### config.mk
export PLATFORM = sky130hd
export DESIGN_NAME = iwdg_wb_init
export DESIGN_NICKNAME = d
export VERILOG_FILES = /design/src/rtl/iwdg_pkg.sv /design/src/rtl/wb_single_xfer.sv /design/src/rtl/iwdg_wb_init.sv
export SDC_FILE = /design/constraint.sdc
export NUM_CORES = 1
export LEC_CHECK = 0
export BUFFER_PORTS_ARGS = -buffer_cell sky130_fd_sc_hd__buf_2
export CORE_UTILIZATION = 40
export CTS_CLUSTER_DIAMETER = 40
export CTS_CLUSTER_SIZE = 25
export DETAILED_ROUTE_END_ITERATION = 10
export PLACE_DENSITY = 0.73
export REMOVE_ABC_BUFFERS = 1
export SLEW_MARGIN = 20
export SYNTH_ARGS = -nofsm -noshare
export SYNTH_HDL_FRONTEND = slang
export SYNTH_SLANG_ARGS = --single-unit
### constraint.sdc
create_clock -name clk -period 2.5 [get_ports clk]
set_input_delay 0.25 -clock clk [delete_from_list [all_inputs] [get_ports clk]]
set_output_delay 0.25 -clock clk [all_outputs]
set_load 0.05 [all_outputs]
### src/rtl/iwdg_pkg.sv
// Shared constants and state type for the hardware IWDG bring-up/refresh initiator.
package iwdg_pkg;

  localparam int KR_W  = 16;
  localparam int PR_W  = 3;
  localparam int RLR_W = 12;
  localparam int ST_W  = 2;

  localparam logic [KR_W-1:0] KEY_ACCESS = 16'h5555;
  localparam logic [KR_W-1:0] KEY_RELOAD = 16'hAAAA;
  localparam logic [KR_W-1:0] KEY_START  = 16'hCCCC;

  localparam logic [31:0] KR_OFS  = 32'h0;
  localparam logic [31:0] PR_OFS  = 32'h4;
  localparam logic [31:0] RLR_OFS = 32'h8;
  localparam logic [31:0] ST_OFS  = 32'hC;

  typedef enum logic [3:0] {
    ST_IDLE,
    ST_UNLOCK,
    ST_WR_RLR,
    ST_WR_PR,
    ST_POLL,
    ST_RELOAD,
    ST_STARTWD,
    ST_RUN,
    ST_KICK,
    ST_ERROR
  } iwdg_state_e;

endpackage

### src/rtl/wb_single_xfer.sv
// One-shot Wishbone access engine: launches a single read or write on req and
// reports done (with read data) or timeout when no ack arrives in time.
module wb_single_xfer #(
  parameter int DAT_SIZE    = 16,
  parameter int ACK_TIMEOUT = 16
) (
  input  logic                clk,
  input  logic                rst,
  input  logic                req,
  input  logic                req_we,
  input  logic [31:0]         req_adr,
  input  logic [DAT_SIZE-1:0] req_dat,
  output logic                done,
  output logic                timeout,
  output logic [DAT_SIZE-1:0] rd_dat,
  output logic [DAT_SIZE-1:0] dat_m2s,
  output logic [31:0]         adr_m2s,
  output logic                cyc_m2s,
  output logic                stb_m2s,
  output logic                we_m2s,
  input  logic [DAT_SIZE-1:0] dat_s2m,
  input  logic                ack_s2m
);

  localparam int TW = $clog2(ACK_TIMEOUT + 1);
  localparam logic [TW-1:0] WAIT_LAST = TW'(ACK_TIMEOUT - 1);

  logic [TW-1:0] wait_cnt;

  // ack is only honoured while a cycle is open; a new request is accepted only when idle
  always_ff @(posedge clk or negedge rst) begin
    if (!rst) begin
      done     <= 1'b0;
      timeout  <= 1'b0;
      rd_dat   <= '0;
      dat_m2s  <= '0;
      adr_m2s  <= '0;
      cyc_m2s  <= 1'b0;
      stb_m2s  <= 1'b0;
      we_m2s   <= 1'b0;
      wait_cnt <= '0;
    end else begin
      done    <= 1'b0;
      timeout <= 1'b0;
      if (cyc_m2s) begin
        if (ack_s2m) begin
          cyc_m2s <= 1'b0;
          stb_m2s <= 1'b0;
          done    <= 1'b1;
          rd_dat  <= dat_s2m;
        end else if (wait_cnt == WAIT_LAST) begin
          cyc_m2s <= 1'b0;
          stb_m2s <= 1'b0;
          timeout <= 1'b1;
        end else begin
          wait_cnt <= wait_cnt + TW'(1);
        end
      end else if (req) begin
        adr_m2s  <= req_adr;
        dat_m2s  <= req_dat;
        we_m2s   <= req_we;
        cyc_m2s  <= 1'b1;
        stb_m2s  <= 1'b1;
        wait_cnt <= '0;
      end
    end
  end

endmodule

### src/rtl/iwdg_wb_init.sv
// Hardware replacement for the IWDG software driver: runs the key/RLR/PR/poll/
// reload/start sequence on start, then refreshes the watchdog while kick_en is high.
module iwdg_wb_init
  import iwdg_pkg::*;
#(
  parameter logic [31:0] BASE_ADR     = 32'h0100_0000,
  parameter logic [31:0] IWDG_KR_ADR  = BASE_ADR + KR_OFS,
  parameter logic [31:0] IWDG_PR_ADR  = BASE_ADR + PR_OFS,
  parameter logic [31:0] IWDG_RLR_ADR = BASE_ADR + RLR_OFS,
  parameter logic [31:0] IWDG_ST_ADR  = BASE_ADR + ST_OFS,
  parameter int          DAT_SIZE     = 16,
  parameter int          KICK_PERIOD  = 200,
  parameter int          ACK_TIMEOUT  = 16,
  parameter int          POLL_MAX     = 64
) (
  input  logic                clk,
  input  logic                rst,
  input  logic                start,
  input  logic [RLR_W-1:0]    cfg_rlr,
  input  logic [PR_W-1:0]     cfg_pr,
  input  logic                kick_en,
  output logic [DAT_SIZE-1:0] dat_m2s,
  output logic [31:0]         adr_m2s,
  output logic                cyc_m2s,
  output logic                stb_m2s,
  output logic                we_m2s,
  input  logic [DAT_SIZE-1:0] dat_s2m,
  input  logic                ack_s2m,
  output logic                busy,
  output logic                running,
  output logic                err,
  output logic [15:0]         kick_cnt
);

  localparam int KTW = $clog2(KICK_PERIOD);
  localparam logic [KTW-1:0] KICK_LAST = KTW'(KICK_PERIOD - 1);
  localparam int PCW = $clog2(POLL_MAX + 1);
  localparam logic [PCW-1:0] POLL_LAST = PCW'(POLL_MAX - 1);
  localparam logic [DAT_SIZE-1:0] ST_MASK = DAT_SIZE'((1 << ST_W) - 1);

  iwdg_state_e        state;
  logic [RLR_W-1:0]   rlr_q;
  logic [PR_W-1:0]    pr_q;
  logic [KTW-1:0]     timer;
  logic [PCW-1:0]     poll_cnt;
  logic               pending;
  logic               req;
  logic               acc_we;
  logic [31:0]        acc_adr;
  logic [DAT_SIZE-1:0] acc_dat;
  logic               xfer_done;
  logic               xfer_timeout;
  logic [DAT_SIZE-1:0] rd_dat;

  always_comb begin
    acc_we  = 1'b1;
    acc_adr = IWDG_KR_ADR;
    acc_dat = DAT_SIZE'(KEY_ACCESS);
    case (state)
      ST_WR_RLR: begin
        acc_adr = IWDG_RLR_ADR;
        acc_dat = DAT_SIZE'(rlr_q);
      end
      ST_WR_PR: begin
        acc_adr = IWDG_PR_ADR;
        acc_dat = DAT_SIZE'(pr_q);
      end
      ST_POLL: begin
        acc_we  = 1'b0;
        acc_adr = IWDG_ST_ADR;
        acc_dat = '0;
      end
      ST_RELOAD, ST_KICK: acc_dat = DAT_SIZE'(KEY_RELOAD);
      ST_STARTWD:         acc_dat = DAT_SIZE'(KEY_START);
      default: ;
    endcase
  end

  // Bus states issue one access (pending marks it in flight) and advance on its completion
  always_ff @(posedge clk or negedge rst) begin
    if (!rst) begin
      state    <= ST_IDLE;
      rlr_q    <= '0;
      pr_q     <= '0;
      timer    <= '0;
      poll_cnt <= '0;
      pending  <= 1'b0;
      req      <= 1'b0;
      busy     <= 1'b0;
      running  <= 1'b0;
      err      <= 1'b0;
      kick_cnt <= '0;
    end else begin
      req <= 1'b0;
      case (state)
        ST_IDLE, ST_ERROR: begin
          if (start) begin
            state    <= ST_UNLOCK;
            rlr_q    <= cfg_rlr;
            pr_q     <= cfg_pr;
            err      <= 1'b0;
            kick_cnt <= '0;
            pending  <= 1'b0;
            busy     <= 1'b1;
            running  <= 1'b0;
          end
        end
        ST_RUN: begin
          if (!kick_en) begin
            timer <= '0;
          end else if (timer == KICK_LAST) begin
            timer <= '0;
            state <= ST_KICK;
          end else begin
            timer <= timer + KTW'(1);
          end
        end
        default: begin
          if (!pending) begin
            req     <= 1'b1;
            pending <= 1'b1;
          end else if (xfer_timeout) begin
            pending <= 1'b0;
            state   <= ST_ERROR;
            err     <= 1'b1;
            busy    <= 1'b0;
            running <= 1'b0;
          end else if (xfer_done) begin
            pending <= 1'b0;
            case (state)
              ST_UNLOCK: state <= ST_WR_RLR;
              ST_WR_RLR: state <= ST_WR_PR;
              ST_WR_PR: begin
                state    <= ST_POLL;
                poll_cnt <= '0;
              end
              ST_POLL: begin
                if ((rd_dat & ST_MASK) == '0) begin
                  state <= ST_RELOAD;
                end else if (poll_cnt == POLL_LAST) begin
                  state <= ST_ERROR;
                  err   <= 1'b1;
                  busy  <= 1'b0;
                end else begin
                  poll_cnt <= poll_cnt + PCW'(1);
                end
              end
              ST_RELOAD: state <= ST_STARTWD;
              ST_STARTWD: begin
                state   <= ST_RUN;
                timer   <= '0;
                busy    <= 1'b0;
                running <= 1'b1;
              end
              ST_KICK: begin
                state    <= ST_RUN;
                timer    <= '0;
                kick_cnt <= kick_cnt + 16'd1;
              end
              default: state <= ST_ERROR;
            endcase
          end
        end
      endcase
    end
  end

  wb_single_xfer #(
    .DAT_SIZE    (DAT_SIZE),
    .ACK_TIMEOUT (ACK_TIMEOUT)
  ) u_xfer (
    .clk     (clk),
    .rst     (rst),
    .req     (req),
    .req_we  (acc_we),
    .req_adr (acc_adr),
    .req_dat (acc_dat),
    .done    (xfer_done),
    .timeout (xfer_timeout),
    .rd_dat  (rd_dat),
    .dat_m2s (dat_m2s),
    .adr_m2s (adr_m2s),
    .cyc_m2s (cyc_m2s),
    .stb_m2s (stb_m2s),
    .we_m2s  (we_m2s),
    .dat_s2m (dat_s2m),
    .ack_s2m (ack_s2m)
  );

endmodule
* After elaboration in Yosys (flattened, before gate mapping)
Cells that the tools add are included.
** Operators by class
- Equality and inequality tests :: 26
- $add $sub $neg :: 4
- Multiply operators :: 0
- Bitwise operators :: 5
- Reduce and logical (&&, ||, !) cells :: 34
- Order comparisons :: 0
- Mux-type cells :: 73
- Divide/modulo/power cells :: 0
- Shifts and indexed selects :: 0
** Operator list (count)
- 2-to-1 mux 16 bit :: 5
- case mux 16 bit (5 select lines) :: 1
- 2-to-1 mux 8 bit :: 6
- 2-to-1 mux 1 bit :: 36
- 2-to-1 mux 4 bit :: 8
- case mux 16 bit (2 select lines) :: 1
- case mux 4 bit (6 select lines) :: 1
- AND reduction 7 bit :: 3
- 2-to-1 mux 5 bit :: 4
- != test 2 bit (second input constant) :: 9
- adder 16 x 1 -> 16 bit (second input constant) :: 1
- equality test 4 x 3 -> 1 bit (second input constant) :: 4
- zero test 16 bit :: 1
- case mux 8 bit (2 select lines) :: 1
- nonzero test 2 bit :: 8
- nonzero test 3 bit :: 5
- 2-to-1 mux 7 bit :: 2
- case mux 7 bit (2 select lines) :: 1
- case mux 4 bit (3 select lines) :: 1
- AND reduction 6 bit :: 2
- case mux 1 bit (2 select lines) :: 5
- AND reduction 2 bit :: 5
- AND reduction 5 bit :: 2
- adder 8 x 1 -> 8 bit (second input constant) :: 1
- 19 further kinds :: 29
** Storage, ports and cells
- ROM bits :: 0
- Memories kept :: 0
- RAM bits :: 0
- Word-level logic and storage cells :: 162
- Bits in latches :: 0
- Bits in registers :: 115
- Input port bits :: 36

* Depth between registers and ports, before layout
Gate-level depths: netlist of run 1.
- Depth after elaboration :: 8
- Depth in mapped cells :: 9

* Cells and area by module
From an unflattened synthesis of run 1, not the netlist that was laid out.
** Second synthesis, totals
- Cells, all modules :: 672
- Area, all modules :: 6120.9 µm²
** By module, submodules not included
- iwdg_wb_init :: area an instance 3286.9 µm², cells an instance 393, instances 1
- wb_single_xfer :: area an instance 2834.0 µm², cells an instance 279, instances 1

* Worst setup path after synthesis of run 1
OpenSTA, ideal clock, no wires.
- Path type :: register to register
- Start :: register state[0]
- End :: register kick_cnt[15]
- Slack :: 0.284 ns
- Cell stages (with the launch flop) :: 8
- Period minus slack after synthesis :: 2.216 ns
- Library setup time :: 0.078 ns
- Arrival time :: 2.138 ns
- Required time :: 2.422 ns
- Path through :: dfrtp_1 > nor4b_1 > o21a_1 > or4_4 > buf_6 > buf_6 > or4_1 > a21oi_1
** On the way
- Word-level cells in the longest chain between the ends :: 4
** Ends and longest elaborated chain
- start: declaration :: RTL line iwdg_wb_init.sv:41 : iwdg_state_e state;
- start signal: assignment :: RTL line iwdg_wb_init.sv:82 : state <= ST_IDLE;
- start signal: assignment :: RTL line iwdg_wb_init.sv:98 : state <= ST_UNLOCK;
- start signal: assignment :: RTL line iwdg_wb_init.sv:113 : state <= ST_KICK;
- equality test 4 bit / zero test 4 bit (equally long branches) :: RTL line iwdg_wb_init.sv:95 : case (state)
- OR reduction 2 bit
- != test 2 bit (no source line) / nonzero test 2 bit (equally long branches)
- AND reduction 6 bit (no source line)
- end signal: assignment :: RTL line iwdg_wb_init.sv:158 : kick_cnt <= kick_cnt + 16'd1;
- end: declaration :: RTL line iwdg_wb_init.sv:32 : output logic [15:0] kick_cnt
Several ways; a longest one is shown, not always the timed one.
A chain may end at the register's enable or synchronous reset.

* Final worst setup path of run 1
- Start :: register state[3]
- End :: register kick_cnt[5]
The elaborated chain is that of the path after synthesis.

==> results.md, run 1 <==
* Outcome: finished clean
* GRT Overall Usage at 18.2%
* Hold Path Cell Cnt at 2
* Initial Util at between 40% and 50%
* CP Launch Type: register
* Crit path arrival time at 2.60 ns
* Leak at 2.56 nW
* Number of flops mapped to enable cells by yosys at 0
* # Post-CTS Setup Buffers at 0
* Switch share at 45.7%
* CTS Buf Count at 9
* DRC violations left at 0
* Maxcap violations at 0
* Reg2Reg Depth at 5
* DR vias at 3940
* Fmax at 424 MHz
* Terminus of the critical flop-to-flop path: kick_cnt[5]
* Design area at between 5000 and 6000 µm²
* Final-layout fill cell count at 1063
* Final min period at 2.36 ns
* Slew HR at about two fifths
* Routed vias/inst at around 5.4
* Longest Clk Path Bufs at 2
* Post-Synthesis Mean Instance Area at 8.79 µm²
* Post-synthesis cell area at 4620 µm²
* Setup violations, final at 0
* Final Hold Vio Count at 0
* Die W at 110 µm
* Seq/Total Area, Yosys at between 40% and 50%
* Worst hold start: ack_s2m
* Detailed Place HPWL at 7300 µm
* Peak supply drop at about 0.73 mV
* Worst hold path endpoint: u_xfer.timeout
* Nets at 630
* Wire per inst at 14.0 µm
* GP Congestion at 0.839
* Fin crit share at a little over nine tenths
* Final slew viol count at 0
* Yosys cell types at 62
* Register share of total power at 34.0%
* Yosys warns at 0
* Clock Pin Slew Worst Setup and Hold Paths at 0.06 ns
* Clock power frac at 19.3%
* Internal power at approximately 3.5 mW
* Routed Antenna Nets at 0
* Die area at 12000 µm²
* Clk root buf: clkbuf_16
* Dpl cell area at about 5000 µm²
* CTS sink count at 86
* Clk Latency, worst-skew pair at 0.34 ns
* Seq cells post-synth at between 80 and 90
* N_diodes at 0
* Vias in the first global route at 3690
* Largest net degree at the start of global routing at 49
* Critical path fanouts, max at 27
* Comb pwr share at 46.7%
* Reg-to-Reg Start: state[3]
* Routed WL at approximately 10000 µm
* Synth async-reset ratio at between 90% and 100%
* Num rows at 38
* Worst setup path class: register to register
* RSZ-0062 raised after global routing: no
* DIE HEIGHT at about 110 µm
* Flop2flop setup slack at approximately 0.14 ns
* CTS H-tree lvls at 3
* Initial antenna violation count at 1
* Fraction of layout instances using a drive strength above 1 at between 15 and 20%
* Setup crit end kind: register
* I/O Buffers at 62
* P_sw at 2.93 mW
* Main synth FF type: dfrtp_1
* Core Region at about 11000 µm²
* # IOs at 106
* Crit path required time at 2.75 ns
* Least-Margin Pin Slew at 0.913 ns
* TritonCTS clock tree: built
* Post-Synthesis Cells at roughly 530
* First-pass GRT wire length at between 15000 and 20000 µm
* Power Dens Cells at 1210 nW/µm²
* Drt pass-1 iters at 4
* Worst Skew at 0.00709 ns
* Synthesis-to-layout area growth at 14.8%
* Iteration-0 DRC Markers at 314
* Min-delay worst type: input pin to register
* Setup TNS at 0 ns
* GRT overflow at 0
worst max-delay path, cell delays in order, from the launching register on:
cell and delay (ns):
dfrtp_1 0.61, nand4b_1 0.20, nand2_1 0.09, or4_4 0.64, or4_1 0.54, a21oi_1 0.19
stage by stage:
step	cells	total power, mW	hold slack, ns	setup slack, ns	util [%]
6_report	734	6.41	0.105	0.144	48.1
5_1_grt	734	6.88	0.101	0.00875	48.1
4_1_cts	734	6.46	0.0923	0.0922	48.1
3_5_place_dp	717	5.18	0.309	0.114	45.5
3_3_place_gp	717	5.07	0.303	0.244	45.5
2_1_floorplan	497	4.30	-0.0456	0.0194	-
power groups by stage:
| stage | Sequential (mW) | Clock, mW | Combinational (mW) |
|---|---|---|---|
| 2_1_floorplan | 2.80 | 0 | 1.50 |
| 3_5_place_dp | 2.19 | 0 | 2.99 |
| 3_3_place_gp | 2.16 | 0 | 2.91 |
| 6_report | 2.18 | 1.24 | 2.99 |
| 5_1_grt | 2.23 | 1.34 | 3.32 |
| 4_1_cts | 2.17 | 1.27 | 3.01 |
state kept, by name, indices dropped and copies added (netlist names):
name	cells
timer	8
kick_cnt	16
err	1
pending	1
rlr_q	12
u_xfer.cyc_m2s	1
u_xfer.stb_m2s	1
u_xfer.done	1
u_xfer.wait_cnt	5
u_xfer.dat_m2s	16
state	4
u_xfer.adr_m2s	3
u_xfer.timeout	1
pr_q	3
req	1
u_xfer.we_m2s	1
busy	1
poll_cnt	7
u_xfer.rd_dat	2
running	1
Yosys cell counts (8+ instances only):
library cell   n  area, µm²
nand2b_1       8       50.1
nand3_1       26        130
nor2_1        35        131
buf_4         29        218
o31ai_1       13       97.6
nand2_1       94        353
inv_1         13       48.8
and3_1        11       68.8
a21oi_1       34        170
o21ai_0       42        210
clkbuf_1      22       82.6
dfrtp_1       86       2150
or4_1         12       90.1
what timing repair did:
item / 4_1_cts / 5_1_grt
hold endpoints to repair: 47 / 0
hold buffers: 1 / 0
endpoints found under the setup margin: 0 / 4
resized for setup: 0 / 1
placed cells by master (no fill, tap or decap), drive strengths merged, types with 2 or more instances in the layout:
master,count
a21oi,34
a31oi,4
and2,2
and3,11
and4b,2
buf,80
clkbuf,12
clkinvlp,3
conb,29
dfrtp,86
ha,5
inv,14
mux2,4
mux2i,4
nand2,94
nand2b,8
nand3,26
nand4,4
nand4b,3
nor2,36
nor2b,3
nor3,6
nor4,2
nor4b,2
o211ai,6
o21a,5
o21ai,43
o22a,2
o31ai,13
or2,2
or2b,2
or3,5
or3b,2
or4,13
or4b,2
xnor2,4
xor2,2
how the worst max path moves through the flow:
stage               slack, ns      endpoint  startpoint
global route            0.009   kick_cnt[5]    state[3]
detailed placement       0.11   kick_cnt[5]    state[2]
floorplan                0.02  kick_cnt[10]    state[0]
CTS                      0.09   kick_cnt[5]    state[2]
finish                   0.14   kick_cnt[5]    state[3]
global placement         0.24  kick_cnt[14]    state[2]
cells by family (layout without fill, tap and decap cells):
| kind of cell | after synthesis | in the layout | synth area share [%] |
|---|---|---|---|
| and+or+nand+nor | 227 | 227 | 24.3 |
| AOI/OAI and AO/OA | 123 | 123 | 16.2 |
| DFF | 86 | 86 | 46.5 |
| buffers and inverters | 70 | 110 | 8.55 |
| muxes | 8 | 8 | 1.84 |
| xor gates and xnor gates | 6 | 6 | 1.14 |
| adders and majority gates | 5 | 5 | 1.35 |
| other | 1 | 29 | 0.0811 |
layout make-up:
cell class | instances | area (µm²) | share of cell area, %
multi-input cells | 398 | 2180 | 41.1
flip-flops and latches | 86 | 2150 | 40.6
repair buffers | 81 | 470 | 8.86
clock buffers | 12 | 246 | 4.64
well taps | 140 | 175 | 3.30
inverters | 13 | 48.8 | 0.919
clock inverters | 4 | 31.3 | 0.589
metal layers:
metal | vias up | global-route usage, % | share of wire (%)
li1 | 1926 | - | -
met2 | 100 | 30.1 | 49
met3 | 10 | 4.09 | 5.3
met1 | 1904 | 22.0 | 44
met4 | 0 | 9.62 | 1.4
met5 | - | 0 | 0
Note: power is estimated with default switching activity, not from simulation.
==> run 2: changes to the inputs <==
==> constraint.sdc (replaced) <==
create_clock -name clk -period 2.5 [get_ports clk]
set_input_delay 0.5 -clock clk [delete_from_list [all_inputs] [get_ports clk]]
set_output_delay 0.5 -clock clk [all_outputs]
set_load 0.05 [all_outputs]
==> run 2 against run 1 <==
Compared with the run above: worst hold slack got worse by 0.025 ns; clock-buffer cell count decreased by 1; setup slack better by 0.023 ns; non-clock buffer count increased by 1; sequential power hardly changed; critical path depth unchanged; combinational power is essentially flat; final area hardly changed.
==> results.md, run 2 (synthesis results as in run 1) <==
* Synthesis-to-layout area growth at 14.9%
* Wire per inst at 14.1 µm
* Routed WL at 10400 µm
* CP Launch Type: register
* Most frequent cells in the layout: nand2_1, dfrtp_1, buf_2
* Clk Latency, worst-skew pair at 0.34 ns
* Maxcap violations at 0
* First-pass GRT wire length at 16800 µm
* RSZ-0062 raised after global routing: no
* Vias in the first global route at ~3600
* Routed Antenna Nets at 0
* Core Region at 11000 µm²
* Final min period at around 2.3 ns
* Clk root buf: clkbuf_16
* Fin crit share at between 90% and 100%
* Worst Skew at 0.00378 ns
* Outcome: finished clean
* Cts hold-fix bufs at 0
* Area occupied by registers at around 2200 µm²
* GRT Overall Usage at 18.0%
* DIE HEIGHT at 110 µm
* Detailed Place HPWL at ~7300 µm
* Final-layout fill cell count at 1064
* Most common cell after layout, fill and taps aside: nand2_1
* Initial Util at 41.9%
* Fmax at 429 MHz
* Flop2flop setup slack at 0.17 ns
* I/O Buffers at 62
* Worst setup path class: register to register
* Iteration-0 DRC Markers at 206
* Die area at 12000 µm²
* Post-route worst hold slack at 0.0799 ns
* Die W at 110 µm
* GP Congestion at approximately 0.85
* Longest Clk Path Bufs at 2
* Fraction of layout instances using a drive strength above 1 at approximately 19%
* CTS H-tree lvls at 3
* Final core utilization at 48.2%
* DRC violations left at 0
* CTS sink count at 86
* Power Dens Cells at 1220 nW/µm²
* Slew HR at 50.2%
* DR vias at 3953
* Setup violations, final at 0
* Reg-to-Reg Start: state[2]
* Least-Margin Pin Slew at 0.743 ns
* Setup crit end kind: register
* CTS Buf Count at 9
* Design Power at 6.49 mW
* Multi-input gate area at roughly 2200 µm²
* Crit path arrival time at around 2.6 ns
* Final slew viol count at 0
* Setup TNS at 0 ns
* TritonCTS clock tree: built
* Reg2Reg Depth at 5
* Nets at ~630
* Peak supply drop at 0.686 mV
* Final Hold Vio Count at 0
* Num rows at 38
* Terminus of the critical flop-to-flop path: kick_cnt[15]
* Leak at 2.57 nW
* Largest regs: kick_cnt (16), u_xfer.dat_m2s (16), rlr_q (12)
* Drt pass-1 iters at 5
* Crit path required time at 2.76 ns
* Clock Pin Slew Worst Setup and Hold Paths at 0.06 ns
* Initial antenna violation count at 0
* GRT overflow at 0
* Min-delay worst type: input pin to async pin
* N_diodes at 0
* Largest net degree at the start of global routing at 60
* Routed vias/inst at between 5 and 6
* # IOs at ~110
* Critical path fanouts, max at 27
run 2: changes by cell type in the layout (fill, tap and decap cells not counted), sizes merged:
| cell | previous run | this run |
|---|---|---|
| buf | 80 | 82 |
| inv | 14 | 13 |
| clkbuf | 12 | 11 |
| clkinv | 0 | 1 |
| bufinv | 0 | 1 |
| dlygate4sd3 | 1 | 0 |
| clkinvlp | 3 | 0 |
run 2: per-stage QoR:
step / std cells / area, µm² / setup WS (ns)
global placement: 719 / 5030 / 0.159
global route: 732 / 5310 / 0.0297
detailed placement: 719 / 5030 / 0.0754
CTS: 732 / 5310 / 0.142
finish: 732 / 5310 / 0.168
floorplan: 497 / 4380 / 0.0194
run 2: report_power, final:
| group | switching [mW] | internal, mW | total [mW] |
|---|---|---|---|
| clock network | 0.505 | 0.783 | 1.29 |
| registers | 0.372 | 1.81 | 2.19 |
| logic | 2.04 | 0.976 | 3.02 |
run 2: worst max-delay path by stage:
stage | startpoint | endpoint | slack, ns | cells past startpoint
floorplan | state[0] | kick_cnt[10] | 0.02 | 5
global placement | start | kick_cnt[14] | 0.16 | 6
detailed placement | start | kick_cnt[5] | 0.08 | 6
CTS | state[3] | kick_cnt[10] | 0.14 | 5
global route | state[0] | timer[4] | 0.03 | 6
finish | state[2] | kick_cnt[15] | 0.17 | 5
run 2: critical path: stages, from the launching register on:
cell and delay, ns:
dfrtp_1 0.52, nor4b_1 0.12, o21a_1 0.23, or4_4 0.69
or4_1 0.55, a21oi_1 0.15
run 2: final cells by class:
class,instances,area share [%]
Multi-Input combinational cell,398,41.1
Sequential cell,86,40.5
Timing Repair Buffer,82,8.95
Clock buffer,11,4.57
Tap cell,140,3.30
Inverter,13,0.919
Clock inverter,2,0.659
run 2: per-layer routing:
| layer | wire length (µm) | vias up | GRT usage [%] |
|---|---|---|---|
| met5 | 0 | - | 0 |
| met4 | 146 | 0 | 7.62 |
| met3 | 562 | 12 | 4.62 |
| met2 | 5010 | 104 | 29.5 |
| met1 | 4640 | 1919 | 22.5 |
| li1 | - | 1918 | - |
run 2: repair_timing:
action	4_1_cts	5_1_grt
hold endpoints to repair	0	0
resized for setup	0	1
setup buffers	0	0
endpoints found under the setup margin	0	2
